==> config.mk <==
export PLATFORM = sky130hd
export DESIGN_NAME = configurable_division
export DESIGN_NICKNAME = d
export VERILOG_FILES = /design/src/rtl/configurable_division_pkg.sv /design/src/rtl/div_restore_lane.sv /design/src/rtl/configurable_division.sv
export SDC_FILE = /design/constraint.sdc
export NUM_CORES = 1
export LEC_CHECK = 0
export BUFFER_PORTS_ARGS = -buffer_cell sky130_fd_sc_hd__buf_2
export CORE_MARGIN = 5
export CORE_UTILIZATION = 55
export DETAILED_ROUTE_END_ITERATION = 7
export PLACE_DENSITY = 0.77
export SLEW_MARGIN = 30
export SYNTH_ARGS = -nofsm -noshare
export SYNTH_HDL_FRONTEND = slang
export SYNTH_SLANG_ARGS = --single-unit
==> constraint.sdc <==
create_clock -name clk_i -period 2.6 [get_ports clk_i]
set_input_delay 0 -clock clk_i [delete_from_list [all_inputs] [get_ports clk_i]]
set_output_delay 0 -clock clk_i [all_outputs]
set_load 0.005 [all_outputs]
==> src/rtl/configurable_division_pkg.sv <==
// ---------------------------------------------------------------------------
// configurable_division_pkg
//
// Shared definitions for the configurable signed divider:
//   - cm_i mode encodings (MODE_S8, MODE_D8, MODE_S16)
//   - FSM state enum (IDLE, CALC, FIX, DONE)
//   - operand widths and restoring-iteration counts
//   - small helpers for magnitude / conditional negation and mode folding
//
// Optional feature macro used by the importing top: DIV_BY_ZERO_DETECT_EN
// ---------------------------------------------------------------------------
package configurable_division_pkg;

   // Operand widths.
   localparam int unsigned W_WIDE   = 16;
   localparam int unsigned W_NARROW = 8;

   // Iteration counter and iteration counts per mode.
   localparam int unsigned CNT_W       = 5;
   localparam logic [CNT_W-1:0] ITER_WIDE   = 5'd16;
   localparam logic [CNT_W-1:0] ITER_NARROW = 5'd8;

   // cm_i encodings; 2'b11 is folded onto MODE_S16.
   localparam logic [1:0] MODE_S8  = 2'b00;
   localparam logic [1:0] MODE_D8  = 2'b01;
   localparam logic [1:0] MODE_S16 = 2'b10;

   typedef enum logic [1:0] {
      ST_IDLE = 2'd0,
      ST_CALC = 2'd1,
      ST_FIX  = 2'd2,
      ST_DONE = 2'd3
   } state_e;

   // Map any cm_i value onto one of the three real modes.
   function automatic logic [1:0] fold_mode(input logic [1:0] cm);
      return ((cm == MODE_S8) || (cm == MODE_D8)) ? cm : MODE_S16;
   endfunction

   // Two's-complement magnitude; 0x8000 / 0x80 map to themselves, which is
   // the correct unsigned magnitude.
   function automatic logic [15:0] mag16(input logic [15:0] v);
      return v[15] ? 16'(~v + 16'd1) : v;
   endfunction

   function automatic logic [7:0] mag8(input logic [7:0] v);
      return v[7] ? 8'(~v + 8'd1) : v;
   endfunction

   // Negate when neg is set; wraps naturally on overflow.
   function automatic logic [15:0] cond_neg16(input logic [15:0] v, input logic neg);
      return neg ? 16'(16'd0 - v) : v;
   endfunction

   function automatic logic [7:0] cond_neg8(input logic [7:0] v, input logic neg);
      return neg ? 8'(8'd0 - v) : v;
   endfunction

endpackage

==> src/rtl/div_restore_lane.sv <==
// ---------------------------------------------------------------------------
// div_restore_lane
//
// Unsigned restoring-division lane, one iteration per step.  The dividend is
// loaded MSB-first into a shift register; each step shifts one dividend bit
// into the partial remainder, trial-subtracts the divisor and shifts the
// resulting quotient bit in at the bottom.  After k steps the low k bits of
// quotient_o hold the quotient of the top k dividend bits, so a narrower
// operand can be run through a wider lane by left-aligning it.
//
// Ports:
//   clk_i        clock
//   reset_ni     asynchronous active-low reset
//   load_i       load operands, clear partial remainder
//   step_i       perform one restoring iteration
//   dividend_i   unsigned dividend (WIDTH)
//   divisor_i    unsigned divisor (WIDTH)
//   quotient_o   quotient / remaining dividend bits (WIDTH)
//   remainder_o  partial remainder (WIDTH)
// ---------------------------------------------------------------------------
module div_restore_lane #(
   parameter int unsigned WIDTH = 16
) (
   input  logic             clk_i,
   input  logic             reset_ni,
   input  logic             load_i,
   input  logic             step_i,
   input  logic [WIDTH-1:0] dividend_i,
   input  logic [WIDTH-1:0] divisor_i,
   output logic [WIDTH-1:0] quotient_o,
   output logic [WIDTH-1:0] remainder_o
);

   logic [WIDTH-1:0] quo_q;
   logic [WIDTH-1:0] rem_q;
   logic [WIDTH-1:0] dvs_q;
   logic [WIDTH:0]   shifted;
   logic [WIDTH:0]   trial;

   // NOTE: combinational blocks assign every output before any condition so
   // no latch can be inferred; here both are assigned unconditionally.
   always_comb begin
      shifted = {rem_q, quo_q[WIDTH-1]};
      trial   = shifted - {1'b0, dvs_q};
   end

   // shifted < 2*divisor, so a non-negative trial always fits in WIDTH bits
   // and its top bit is a clean borrow flag.
   // NOTE: sequential state uses non-blocking assignments so every register
   // samples pre-edge values regardless of statement order.
   always_ff @(posedge clk_i or negedge reset_ni) begin
      if (!reset_ni) begin
         quo_q <= '0;
         rem_q <= '0;
         dvs_q <= '0;
      end else if (load_i) begin
         quo_q <= dividend_i;
         rem_q <= '0;
         dvs_q <= divisor_i;
      end else if (step_i) begin
         if (!trial[WIDTH]) begin
            rem_q <= trial[WIDTH-1:0];
            quo_q <= {quo_q[WIDTH-2:0], 1'b1};
         end else begin
            rem_q <= shifted[WIDTH-1:0];
            quo_q <= {quo_q[WIDTH-2:0], 1'b0};
         end
      end
   end

   assign quotient_o  = quo_q;
   assign remainder_o = rem_q;

endmodule

==> src/rtl/configurable_division.sv <==
// ---------------------------------------------------------------------------
// configurable_division
//
// Iterative signed divider (truncate toward zero, remainder takes the sign
// of the dividend) with three modes selected by cm_i:
//   00  single 8-bit  (operand bits [7:0], results sign-extended to 16)
//   01  two parallel 8-bit lanes ([7:0] and [15:8])
//   10  single 16-bit (11 behaves as 10)
// FSM: IDLE -> CALC (N restoring iterations) -> FIX (sign correction) ->
// DONE.  data_valid_o rises on the first DONE edge, N+2 edges after capture.
// enable_i is a level request: dropping it aborts CALC/FIX or releases DONE.
//
// Optional feature: define DIV_BY_ZERO_DETECT_EN to flag zero divisors per
// lane, force that lane's quotient to all ones and remainder to the dividend,
// and skip CALC when every active lane has a zero divisor.  Without it
// div_by_zero_o is tied to 0.
//
// Ports:
//   clk_i          clock
//   reset_ni       asynchronous active-low reset
//   enable_i       level request: start / hold result
//   cm_i [1:0]     mode select
//   dividend_i     signed dividend (16)
//   divisor_i      signed divisor (16)
//   quotient_o     quotient (16), 0 while data_valid_o=0
//   remainder_o    remainder (16), 0 while data_valid_o=0
//   data_valid_o   result valid
//   div_by_zero_o  per-lane divide-by-zero flag (2), 0 while invalid
// ---------------------------------------------------------------------------
module configurable_division
   import configurable_division_pkg::*;
(
   input  logic        clk_i,
   input  logic        reset_ni,
   input  logic        enable_i,
   input  logic [1:0]  cm_i,
   input  logic [15:0] dividend_i,
   input  logic [15:0] divisor_i,
   output logic [15:0] quotient_o,
   output logic [15:0] remainder_o,
   output logic        data_valid_o,
   output logic [1:0]  div_by_zero_o
);

   state_e           state_q;
   logic [CNT_W-1:0] iter_q;
   logic [1:0]       mode_q;

   // Captured sign information: quotient negative / dividend negative per lane.
   logic q_neg0_q, r_neg0_q;
   logic q_neg1_q, r_neg1_q;

   logic [15:0] res_quo_q;
   logic [15:0] res_rem_q;
   logic        valid_q;

   // ---------------- capture-side decode ----------------
   logic [1:0]  cm_fold;
   logic        wide_in;
   logic        start;
   logic [15:0] lane0_dvd_in, lane0_dvs_in;
   logic [7:0]  lane1_dvd_in, lane1_dvs_in;
   logic        dvd_sgn0_in, dvs_sgn0_in;
   logic        skip_calc;

   assign cm_fold = fold_mode(cm_i);
   assign wide_in = (cm_fold == MODE_S16);
   assign start   = (state_q == ST_IDLE) && enable_i;

   always_comb begin
      dvd_sgn0_in = wide_in ? dividend_i[15] : dividend_i[7];
      dvs_sgn0_in = wide_in ? divisor_i[15]  : divisor_i[7];
      // Narrow operands are left-aligned so 8 steps leave the quotient in [7:0].
      lane0_dvd_in = wide_in ? mag16(dividend_i) : {mag8(dividend_i[7:0]), 8'h00};
      lane0_dvs_in = wide_in ? mag16(divisor_i)  : {8'h00, mag8(divisor_i[7:0])};
      lane1_dvd_in = mag8(dividend_i[15:8]);
      lane1_dvs_in = mag8(divisor_i[15:8]);
   end

`ifdef DIV_BY_ZERO_DETECT_EN
   logic [1:0]  dbz_in;
   logic [1:0]  dbz_q;
   logic [1:0]  res_dbz_q;
   logic [15:0] dividend_q;

   always_comb begin
      dbz_in[0] = wide_in ? (divisor_i == 16'h0000) : (divisor_i[7:0] == 8'h00);
      dbz_in[1] = (cm_fold == MODE_D8) && (divisor_i[15:8] == 8'h00);
      // Dual-lane mode only skips when both lanes have nothing to compute.
      skip_calc = (cm_fold == MODE_D8) ? (&dbz_in) : dbz_in[0];
   end
`else
   assign skip_calc = 1'b0;
`endif

   // ---------------- datapath lanes ----------------
   logic        step;
   logic [15:0] lane0_quo, lane0_rem;
   logic [7:0]  lane1_quo, lane1_rem;

   assign step = (state_q == ST_CALC);

   div_restore_lane #(.WIDTH(W_WIDE)) u_lane0 (
      .clk_i       (clk_i),
      .reset_ni    (reset_ni),
      .load_i      (start),
      .step_i      (step),
      .dividend_i  (lane0_dvd_in),
      .divisor_i   (lane0_dvs_in),
      .quotient_o  (lane0_quo),
      .remainder_o (lane0_rem)
   );

   div_restore_lane #(.WIDTH(W_NARROW)) u_lane1 (
      .clk_i       (clk_i),
      .reset_ni    (reset_ni),
      .load_i      (start),
      .step_i      (step),
      .dividend_i  (lane1_dvd_in),
      .divisor_i   (lane1_dvs_in),
      .quotient_o  (lane1_quo),
      .remainder_o (lane1_rem)
   );

   // ---------------- sign correction (FIX) ----------------
   logic [15:0] wide_q, wide_r;
   logic [7:0]  lo_q, lo_r, hi_q, hi_r;
   logic [15:0] fix_quo, fix_rem;

   always_comb begin
      wide_q = cond_neg16(lane0_quo, q_neg0_q);
      wide_r = cond_neg16(lane0_rem, r_neg0_q);
      lo_q   = cond_neg8(lane0_quo[7:0], q_neg0_q);
      lo_r   = cond_neg8(lane0_rem[7:0], r_neg0_q);
      hi_q   = cond_neg8(lane1_quo, q_neg1_q);
      hi_r   = cond_neg8(lane1_rem, r_neg1_q);
`ifdef DIV_BY_ZERO_DETECT_EN
      if (dbz_q[0]) begin
         wide_q = '1;
         wide_r = dividend_q;
         lo_q   = '1;
         lo_r   = dividend_q[7:0];
      end
      if (dbz_q[1]) begin
         hi_q = '1;
         hi_r = dividend_q[15:8];
      end
`endif
      case (mode_q)
         MODE_S8: begin
            fix_quo = {{8{lo_q[7]}}, lo_q};
            fix_rem = {{8{lo_r[7]}}, lo_r};
         end
         MODE_D8: begin
            fix_quo = {hi_q, lo_q};
            fix_rem = {hi_r, lo_r};
         end
         default: begin
            fix_quo = wide_q;
            fix_rem = wide_r;
         end
      endcase
   end

   // ---------------- control FSM ----------------
   logic last_iter;
   assign last_iter = (iter_q == ((mode_q == MODE_S16) ? (ITER_WIDE - 5'd1)
                                                       : (ITER_NARROW - 5'd1)));

   always_ff @(posedge clk_i or negedge reset_ni) begin
      if (!reset_ni) begin
         state_q   <= ST_IDLE;
         iter_q    <= '0;
         mode_q    <= MODE_S8;
         q_neg0_q  <= 1'b0;
         r_neg0_q  <= 1'b0;
         q_neg1_q  <= 1'b0;
         r_neg1_q  <= 1'b0;
         res_quo_q <= '0;
         res_rem_q <= '0;
         valid_q   <= 1'b0;
      end else begin
         case (state_q)
            ST_IDLE: begin
               if (enable_i) begin
                  mode_q   <= cm_fold;
                  q_neg0_q <= dvd_sgn0_in ^ dvs_sgn0_in;
                  r_neg0_q <= dvd_sgn0_in;
                  q_neg1_q <= dividend_i[15] ^ divisor_i[15];
                  r_neg1_q <= dividend_i[15];
                  iter_q   <= '0;
                  state_q  <= skip_calc ? ST_FIX : ST_CALC;
               end
            end
            ST_CALC: begin
               if (!enable_i) begin
                  state_q <= ST_IDLE;
               end else begin
                  iter_q <= iter_q + 5'd1;
                  if (last_iter) state_q <= ST_FIX;
               end
            end
            ST_FIX: begin
               if (!enable_i) begin
                  state_q <= ST_IDLE;
               end else begin
                  res_quo_q <= fix_quo;
                  res_rem_q <= fix_rem;
                  state_q   <= ST_DONE;
               end
            end
            ST_DONE: begin
               if (!enable_i) begin
                  state_q <= ST_IDLE;
                  valid_q <= 1'b0;
               end else begin
                  valid_q <= 1'b1;
               end
            end
            default: state_q <= ST_IDLE;
         endcase
      end
   end

`ifdef DIV_BY_ZERO_DETECT_EN
   always_ff @(posedge clk_i or negedge reset_ni) begin
      if (!reset_ni) begin
         dbz_q      <= '0;
         res_dbz_q  <= '0;
         dividend_q <= '0;
      end else begin
         if (start) begin
            dbz_q      <= dbz_in;
            dividend_q <= dividend_i;
         end
         if ((state_q == ST_FIX) && enable_i) res_dbz_q <= dbz_q;
      end
   end

   assign div_by_zero_o = valid_q ? res_dbz_q : 2'b00;
`else
   assign div_by_zero_o = 2'b00;
`endif

   // Results are gated so nothing stale is visible while invalid.
   assign data_valid_o = valid_q;
   assign quotient_o   = valid_q ? res_quo_q : 16'h0000;
   assign remainder_o  = valid_q ? res_rem_q : 16'h0000;

endmodule

Yosys cells after proc, flatten, opt, wreduce, memory -nomap -nowiden
Index checks and enable logic that the tools add are counted.
Widths: inputs -> output; s select.
{ "op_classes": {"addsub": 15, "eq_ne": 12, "muxes": 44, "bitwise_logic": 8, "reduce_logical": 11} }
{ "ops": {"columns": ["cell", "count"], "rows": [
  ["$mux 16", 13],
  ["$mux 8", 13],
  ["$pmux 16 s2", 2],
  ["$add 16x1->16 const B", 2],
  ["$add 8x1->8 const B", 4],
  ["$not 16->16", 2],
  ["$not 8->8", 4],
  ["$sub 1x16->16 const A", 2],
  ["$sub 1x8->8 const A", 4],
  ["$sub 17x16->17", 1],
  ["$mux 2", 6],
  ["$mux 5", 2],
  ["$pmux 5 s2", 1],
  ["$sub 9x8->9", 1],
  ["$eq 2x2->1 const B", 4],
  ["$pmux 2 s4", 1],
  ["$eq 2x1->1 const B", 3],
  ["$logic_not 2->1", 3],
  ["$ne 2x2->1 const B", 3],
  ["$reduce_and 3->1", 2],
  ["$add 5x1->5 const B", 1],
  ["$eq 5x4->1", 1],
  ["$mux 1", 5],
  ["$mux 4", 1],
  ["other kinds (6)", 9]
]} }
{ "totals": {"regBits": 118, "in_bits": 37, "out_inout_bits": 35, "wordCells": 106} }

Depth between registers and ports, before layout
Gate-level depths: netlist (run 1).
{ "depth": {"word_depth": 6, "mapped_depth": 11, "depth_no_buf": 10} }

Modules after synthesis
A second synthesis (run 1) with hierarchy kept.
{ "unflattened": {"cells_unflattened": 1026, "hier_area_um2": 8693.3} }
{ "modules_own_cells": {"columns": ["module", "instances", "cells_each", "area_per_inst_um2", "seq_area_each_um2"], "rows": [
  ["configurable_division", 1, 532, 4194.0, 1151.1],
  ["div_restore_lane at u_lane0", 1, 326, 2982.9, 1201.2],
  ["div_restore_lane at u_lane1", 1, 168, 1516.5, 600.6]
]} }

Worst setup path before layout (run 1)
No wires, ideal clock.
{ "synth_timing": {"path_kind": "flip-flop to flip-flop", "start": "reg u_lane1.quo_q[7] (netlist: u_lane1.quotient_o[7])", "end": "reg u_lane1.rem_q[0] (netlist: u_lane1.remainder_o[0])", "setup_time_ns": 0.083, "t_arrival_ns": 2.675, "required_time_ns": 2.517, "setup_slack_ns": -0.158, "path_stages_with_launch": 11, "n_path_buf": 0, "synth_period_minus_slack_ns": 2.758, "path_cell_list": "dfrtp_1 -> inv_1 -> ha_1 -> fa_1 -> nor2b_1 -> o2111ai_1 -> a31oi_1 -> nor2_1 -> xnor2_1 -> mux2_2 -> o22ai_1"} }
{ "synth_between": {"elab_chain_len": 4} }
{ "synth_lines": {"columns": ["item", "line", "source"], "rows": [
  ["start, declared", "div_restore_lane.sv:34", "logic [WIDTH-1:0] quo_q;"],
  ["start signal, assigned", "div_restore_lane.sv:57", "quo_q <= dividend_i;"],
  ["start signal, assigned", "div_restore_lane.sv:63", "quo_q <= {quo_q[WIDTH-2:0], 1'b1};"],
  ["start signal, assigned", "div_restore_lane.sv:66", "quo_q <= {quo_q[WIDTH-2:0], 1'b0};"],
  ["$sub 9x8->9", "div_restore_lane.sv:44", "trial = shifted - {1'b0, dvs_q};"],
  ["$mux 8 *", "div_restore_lane.sv:61", "if (!trial[WIDTH]) begin"],
  ["$mux 8 *", "div_restore_lane.sv:60", "end else if (step_i) begin"],
  ["$mux 8 *", "div_restore_lane.sv:56", "end else if (load_i) begin"],
  ["end signal, assigned", "div_restore_lane.sv:62", "rem_q <= trial[WIDTH-1:0];"],
  ["end signal, assigned", "div_restore_lane.sv:65", "rem_q <= shifted[WIDTH-1:0];"],
  ["end, declared", "div_restore_lane.sv:35", "logic [WIDTH-1:0] rem_q;"]
]} }
Every way passes the cells marked *; elsewhere a longest branch is shown, timed or not. The select of a mux whose other input is x is not followed.
A chain may end at the register's enable or synchronous reset.

Worst setup path after layout (run 1)
{ "layout_timing": {"start": "reg u_lane0.dvs_q[5]", "end": "reg u_lane0.rem_q[8] (netlist: u_lane0.remainder_o[8])"} }
{ "layout_between": {"elab_chain_len": 4} }
{ "layout_lines": {"columns": ["item", "line", "source"], "rows": [
  ["start, declared", "div_restore_lane.sv:36", "logic [WIDTH-1:0] dvs_q;"],
  ["start signal, assigned", "div_restore_lane.sv:59", "dvs_q <= divisor_i;"],
  ["$sub 17x16->17", "div_restore_lane.sv:44", null],
  ["$mux 16", "div_restore_lane.sv:61", null],
  ["$mux 16", "div_restore_lane.sv:60", null],
  ["$mux 16", "div_restore_lane.sv:56", null],
  ["end signal, assigned", "div_restore_lane.sv:62", null],
  ["end signal, assigned", "div_restore_lane.sv:65", null],
  ["end, declared", "div_restore_lane.sv:35", null]
]} }
No other way between the ends. The select of a mux whose other input is x is not followed.

==> metrics.csv, run 1 <==
stage;metric;value;unit
cts;tritoncts;built;
worst_setup_path;crit_slowest_cell;dfrtp_1;
min_path;hold_path_depth;4;
floorplan;floorplan.die.width;132;um
sta;max_freq;383;MHz
place;dpl_cell_area;8930;sq um
yosys;avgSynthCellArea;8.49;sq um
min_path;worst_hold_path.endpoint;u_lane0.dvs_q[7];
final_layout;nFillCells;1163;
yosys;yosys.cell_count.top_type;nand2_1;
final_layout;finalCoreUtilization;0.684;
floorplan;io-pin-count;72;
cts;tritoncts_buffers;17;
flow_run;max-cap-violations;0;
grt;maximum_number_of_pins_on_one_net_before_global_route_repair;57;
sta;number_of_setup_violations_in_the_final_report;1;
cts;clock_insertion_delay_worst_skew;0.42;ns
power;total_leakage_power;4.62;nW
worst_setup_path;worst_ep_required_time;2.88;ns
worst_setup_path;max_stage_delay;0.34;ns
run_status;violations;negative setup slack;
yosys;synthesis.instances;961;
sta;fin_skew;0.00727;ns
routing;drc_violation_count_after_routing;0;
yosys;yosys_synthesis_warning_count;0;
sta;part_of_the_cycle_the_worst_path_needs;1.00;
worst_setup_path;critPathCaptureType;register;
routing;drt-pass1-iter-count;6;
grt;grt_antenna_before_repair;0;
worst_setup_path;critical_path.cell_chain;inv_1 -> ha_1 -> a21o_1 -> a211o_1 -> o2111a_1 -> nor3_2 -> xor2_2 -> buf_12 -> buf_4 -> mux2i_1 -> o21ai_0;
power;internal_power;0.00611;W
final_layout;final_design_area_no_fill;9950;sq um
sta;finalHoldViolCount;0;
cts;cts.path.max_buffers;2;
floorplan;initial_core_util;0.561;
worst_setup_path;path_buf_inv;3;
worst_setup_path;crit_type;register to register;
worst_setup_path;reg2regPathDepth;11;
power;powerDensity;1000;nW/um^2
grt;grt_overflow;0;
power;clock_power_share;0.233;
final_layout;stdcell_count;1275;
sta;post-route-worst-setup-slack;-0.00762;ns
final_layout;area_delta_synth_final;22.0;%
cts;cts.clk_slew.worst_paths;0.06;ns
routing;drt-vias-per-instance;5.88;
worst_setup_path;worst-endpoint-arrival;2.89;ns
floorplan;die-area;17400;sq um
place;gp_congestion;0.901;
worst_setup_path;r2r_setup_slack;-0.008;ns
routing;route.antenna.remaining_nets;0;
run_status;run_status;finished with violations;
place;io_buffers;69;
floorplan;die_height;132;um
min_path;worst_hold_startpoint;divisor_i[7];
sta;max_slew.worst_pin.slew;0.796;ns
power;power.switching;0.00386;W
floorplan;core;14500;sq um
yosys;synthDistinctLibCells;66;
sta;rsz0062_at_grt;yes;
routing;first_iter_violations;747;
routing;detail_route.wl_per_cell;17.4;um
yosys;ys_ff_latch;118;
cts;ctsHtreeMaxLevel;4;
yosys;synth-edff-count;0;
sta;drv_slew;0;
cts;cts.root.buffer_cell;clkbuf_16;
min_path;hold_path.class;input pin to register;
power;swShare;0.387;
place;dp_cells;1210;
power;power.sequential.fraction;0.261;
worst_setup_path;critical-path-top-delay-family;compound AO/OA/AOI/OAI gates;
power;p_comb_frac;0.506;
sta;fin_hold_ws;0.0119;ns
place;detailedPlacementHpwl;15500;um
yosys;synth_area_leader_cell;dfrtp_1;
final_layout;antenna_cells;0;
worst_setup_path;reg2reg_from;u_lane0.dvs_q[5];
floorplan;row_count;44;
worst_setup_path;crit_fanout;7;
yosys;synth_top_area_frac;0.362;
final_layout;layout.nets;1152;
sta;fin_tns_setup;-0.00762;ns
sta;maxSlewHeadroom;0.454;
yosys;netlist_top_cells_count;nand2_1, dfrtp_1, o21ai_0;
yosys;yosysSeqAreaShare;0.362;
worst_setup_path;terminus_of_the_critical_flop_to_flop_path;u_lane0.remainder_o[8];
cts;clock_sinks;118;
yosys;syn_area;8160;sq um
worst_setup_path;worst_setup_path_start_kind;register;
grt;grt_pass1_wl;35700;um
yosys;synth_async_sr_flop_share;1.00;
routing;vias_after_detailed_routing;7491;
sta;finalWorstPathRequiredPeriod;2.61;ns
final_layout;final_layout_size_suffix_gt1_frac;0.175;
grt;first_global_vias;7008;
power;max-vdd-ir-drop;0.000693;V
yosys;synth_top_cells_by_area;dfrtp_1, xnor2_1, nand2_1;
grt;groute.usage.overall;0.250;
yosys;yosys_most_used_dff;dfrtp_1;
routing;drt-total-wl;22200;um
-- worst max path at each step --
| stage | startpoint | slack, ns | cells past startpoint | endpoint |
|---|---|---|---|---|
| finish | u_lane0.dvs_q[5] | -0.008 | 11 | u_lane0.remainder_o[8] |
| global route | u_lane0.dvs_q[5] | -0.13 | 11 | u_lane0.remainder_o[8] |
| CTS | u_lane0.quotient_o[15] | -0.007 | 11 | u_lane0.remainder_o[0] |
| detailed placement | u_lane0.quotient_o[15] | -0.04 | 11 | u_lane0.remainder_o[1] |
| global placement | state_q[0] | -0.15 | 3 | u_lane0.quotient_o[0] |
| floorplan | u_lane0.quotient_o[15] | 0.0002 | 11 | u_lane0.remainder_o[15] |
-- metal layers --
layer  share of wire  track usage
met2            0.47        0.396
met1            0.45        0.348
met5               0            0
met4           0.019       0.0709
met3           0.065       0.0523
-- what timing repair did --
item / 4_1_cts / 5_1_grt
pin swaps: 0 / 14
hold buffers: 22 / 0
setup buffers: 0 / 9
resized for setup: 2 / 24
hold endpoints to repair: 115 / 0
cloned: 0 / 2
endpoints found under the setup margin: 7 / 19
-- power by group through the flow --
stage          clock network [W]  registers (W)  logic (W)
5_1_grt                  0.00244        0.00264    0.00548
4_1_cts                  0.00233        0.00258    0.00428
3_3_place_gp                   0        0.00259    0.00410
2_1_floorplan                  0        0.00251    0.00308
3_5_place_dp                   0        0.00260    0.00420
6_report                 0.00232        0.00260    0.00505
-- state kept, by name, indices dropped and copies added (netlist names), 8 cells and up --
name                 flops
u_lane1.remainder_o      8
u_lane0.dvs_q           16
u_lane0.remainder_o     16
res_quo_q               16
res_rem_q               16
u_lane0.quotient_o      16
u_lane1.quotient_o       8
u_lane1.dvs_q            8
-- per-stage QoR --
step | worst slack (ns) | power [W]
floorplan | 0.000207 | 0.00559
global placement | -0.155 | 0.00668
detailed placement | -0.0350 | 0.00681
CTS | -0.00710 | 0.00919
global route | -0.126 | 0.0106
finish | -0.00762 | 0.00998
-- tightest hold or removal path, cell delays in order --
cell	delay [ns]
buf_2	0.12
ha_1	0.14
o211ai_1	0.07
o21ai_0	0.06
-- area by class of cell --
type	count	area, sq um	share of cell area
repair buffers	147	1050	0.106
flip-flops and latches	118	2950	0.297
clock buffers	21	460	0.0463
multi-input cells	747	4950	0.497
inverters	47	176	0.0177
clock inverters	11	125	0.0126
well taps	184	230	0.0231
-- cell families after synthesis --
logic type / count (synthesis) / share of synthesized area
xor+xnor: 102 / 0.110
mux: 29 / 0.0362
flops: 118 / 0.362
simple gates: 331 / 0.190
compound gates: 246 / 0.196
other cells: 1 / 0.000460
fa+ha+maj: 37 / 0.0586
buf+inv: 97 / 0.0460
-- layout by cell type, fill, tap and decap left out, types with 6 or more instances in the layout --
| master | Yosys | routed |
|---|---|---|
| a221oi_1 | 15 | 14 |
| a21oi_1 | 31 | 30 |
| nor3_1 | 19 | 18 |
| xnor2_1 | 65 | 64 |
| nand2b_1 | 11 | 10 |
| o31ai_1 | 18 | 17 |
| and2_1 | 36 | 36 |
| a22o_1 | 6 | 6 |
| o22ai_1 | 15 | 14 |
| a21o_1 | 6 | 6 |
| inv_1 | 47 | 46 |
| or4_1 | 6 | 6 |
| o41ai_1 | 7 | 7 |
| or3_1 | 9 | 9 |
| o21ai_0 | 97 | 93 |
| a22oi_1 | 8 | 8 |
| nand3_1 | 14 | 14 |
| ha_1 | 35 | 34 |
| nand2_1 | 134 | 134 |
| nor2b_1 | 12 | 10 |
| nor2_1 | 71 | 70 |
| xor2_1 | 36 | 36 |
| mux2i_1 | 25 | 24 |
| buf_2 | 0 | 68 |
| dfrtp_1 | 118 | 118 |
| dlygate4sd3_1 | 0 | 22 |
| clkbuf_16 | 0 | 18 |
| buf_4 | 3 | 50 |
Power figures use the tool's default switching activity.
==> run 2, diff against run 1 <==
--- a/config.mk
+++ b/config.mk
@@ -10,6 +10,7 @@
 export CORE_UTILIZATION = 55
 export DETAILED_ROUTE_END_ITERATION = 7
 export PLACE_DENSITY = 0.77
+export SKIP_LAST_GASP = 1
 export SLEW_MARGIN = 30
 export SYNTH_ARGS = -nofsm -noshare
 export SYNTH_HDL_FRONTEND = slang
==> metrics.csv, run 2 (synthesis results as in run 1) <==
stage;metric;value;unit;change
min_path;hold_path_depth;4;;unchanged
power;total_power;0.00994;W;-0.35%
final_layout;area_delta_synth_final;21.9;%;about the same
floorplan;row_count;44;;unchanged
grt;grt_antenna_before_repair;0;;unchanged
grt;groute.usage.overall;0.250;;unchanged
routing;vias_after_detailed_routing;7495;;+0.053%
worst_setup_path;worst-endpoint-arrival;2.88;ns;about the same
power;powerDensity;1000;nW/um^2;-0.27%
grt;first_global_vias;7008;;unchanged
final_layout;multi_input_area;4940;sq um;-0.15%
floorplan;die-area;17400;sq um;unchanged
final_layout;nFillCells;1165;;+0.17%
routing;drc_violation_count_after_routing;0;;unchanged
grt;grt_pass1_wl;35700;um;unchanged
sta;number_of_setup_violations_in_the_final_report;0;;-1
cts;clock_insertion_delay_worst_skew;0.42;ns;about the same
sta;part_of_the_cycle_the_worst_path_needs;0.999;;-0.00390
place;gp_congestion;0.901;;unchanged
sta;finalHoldViolCount;0;;unchanged
sta;fin_hold_ws;0.0137;ns;+0.00172 ns
cts;cts.clk_slew.worst_paths;0.06;ns;about the same
sta;rsz0062_at_grt;yes;;
final_layout;layout_commonest_cell;nand2_1;;
final_layout;stdcell_count;1275;;unchanged
floorplan;core;14500;sq um;unchanged
sta;fin_skew;0.00714;ns;-0.000128 ns
final_layout;regArea;2950;sq um;unchanged
sta;finalWorstPathRequiredPeriod;2.60;ns;-0.0102 ns
final_layout;layout.nets;1152;;unchanged
worst_setup_path;worst_setup_path_start_kind;register;;
floorplan;initial_core_util;0.561;;unchanged
power;total_leakage_power;4.61;nW;-0.21%
cts;cts.root.buffer_cell;clkbuf_16;;
grt;grt_overflow;0;;unchanged
floorplan;floorplan.die.width;132;um;unchanged
routing;detail_route.wl_per_cell;17.4;um;-0.33%
final_layout;layout_common_cells;nand2_1, dfrtp_1, o21ai_0;;
cts;tritoncts_buffers;17;;unchanged
sta;drv_slew;0;;unchanged
sta;maxSlewHeadroom;0.461;;+0.00679
place;dp_cells;1210;;unchanged
run_status;run_status;completed;;
routing;drt-total-wl;22200;um;-0.33%
cts;clock_sinks;118;;unchanged
cts;ctsHtreeMaxLevel;4;;unchanged
floorplan;die_height;132;um;unchanged
grt;maximum_number_of_pins_on_one_net_before_global_route_repair;57;;unchanged
place;io_buffers;69;;unchanged
routing;route.antenna.remaining_nets;0;;unchanged
flow_run;max-cap-violations;0;;unchanged
routing;drt-pass1-iter-count;5;;-1
final_layout;antenna_cells;0;;unchanged
sta;max_freq;385;MHz;+0.39%
worst_setup_path;reg2regPathDepth;11;;unchanged
worst_setup_path;r2r_setup_slack;0.003;ns;about the same
place;dp_worst_setup_slack;-0.0350;ns;unchanged
floorplan;io-pin-count;72;;unchanged
power;max-vdd-ir-drop;0.000693;V;about the same
worst_setup_path;critPathCaptureType;register;;
final_layout;final_layout_size_suffix_gt1_frac;0.175;;unchanged
place;detailedPlacementHpwl;15500;um;unchanged
cts;cts.path.max_buffers;2;;unchanged
sta;post-route-worst-setup-slack;0.00253;ns;+0.0102 ns
routing;first_iter_violations;719;;-3.7%
routing;drt-vias-per-instance;5.88;;about the same
min_path;hold_path.class;input pin to register;;
sta;max_slew.worst_pin.slew;0.786;ns;-0.00990 ns
cts;tritoncts;built;;
worst_setup_path;worst_ep_required_time;2.88;ns;about the same
worst_setup_path;crit_fanout;7;;unchanged
worst_setup_path;crit_type;register to register;;
-- run 2: cell types whose count changed in the layout (fill, tap and decap cells not counted) --
| cell | delta |
|---|---|
| mux2_4 | -2 |
| mux2_2 | +2 |
-- run 2: final timing paths --
kind / startpoint / end
max reg2reg: u_lane0.dvs_q[5] / u_lane0.remainder_o[8]
min in group asynchronous: reset_ni / u_lane0.remainder_o[6]
max: u_lane0.dvs_q[5] / u_lane0.remainder_o[8]
min reg2reg: res_quo_q[6] / res_quo_q[6]
min: divisor_i[7] / u_lane0.dvs_q[7]
max in group asynchronous: reset_ni / state_q[0]
-- run 2: where the power goes --
part           internal (W)  switching (W)  total [W]  leakage [nW]
logic               0.00245        0.00256    0.00501          2.79
clock network       0.00146       0.000867    0.00233         0.283
registers           0.00218       0.000421    0.00260          1.54
total               0.00609        0.00385    0.00994          4.61
-- run 2: routing by layer --
metal,part of all wire,routed length (um),track usage,vias up
met5,0,0,0,-
met4,0.020,447,0.0709,0
met3,0.061,1360,0.0523,40
met2,0.47,10400,0.396,277
met1,0.45,10000,0.348,3587
li1,-,-,-,3591
-- run 2: area by class of cell --
class	count	area share
Multi-Input combinational cell	747	0.497
Timing Repair Buffer	147	0.106
Sequential cell	118	0.297
Inverter	47	0.0177
Tap cell	184	0.0232
Clock inverter	11	0.0126
Clock buffer	21	0.0463
-- run 2: worst max-delay path: stages, from the launching register on --
cell and delay (ns):
dfrtp_1 0.34, inv_1 0.05, ha_1 0.29, a21o_1 0.18, a211o_1 0.27, o2111a_1 0.27, nor3_2 0.23, xor2_2 0.23
buf_12 0.17, buf_4 0.11, mux2i_1 0.21, o21ai_0 0.12
-- run 2: what timing repair did --
action                                  in CTS  in global routing
buffers inserted                             0                  9
hold buffers                                22                  0
pin swaps                                    0                 14
endpoints found under the hold margin      115                  0
endpoints found under the setup margin       7                 19
cloned                                       0                  2
resized for setup                            2                 22
-- run 2: metrics by stage --
step / area, sq um / util / setup TNS (ns)
floorplan: 8170 / - / 0
global placement: 8920 / 0.614 / -0.155
detailed placement: 8930 / 0.614 / -0.0787
CTS: 9740 / 0.670 / -0.00710
global route: 9940 / 0.684 / -0.749
finish: 9940 / 0.684 / 0
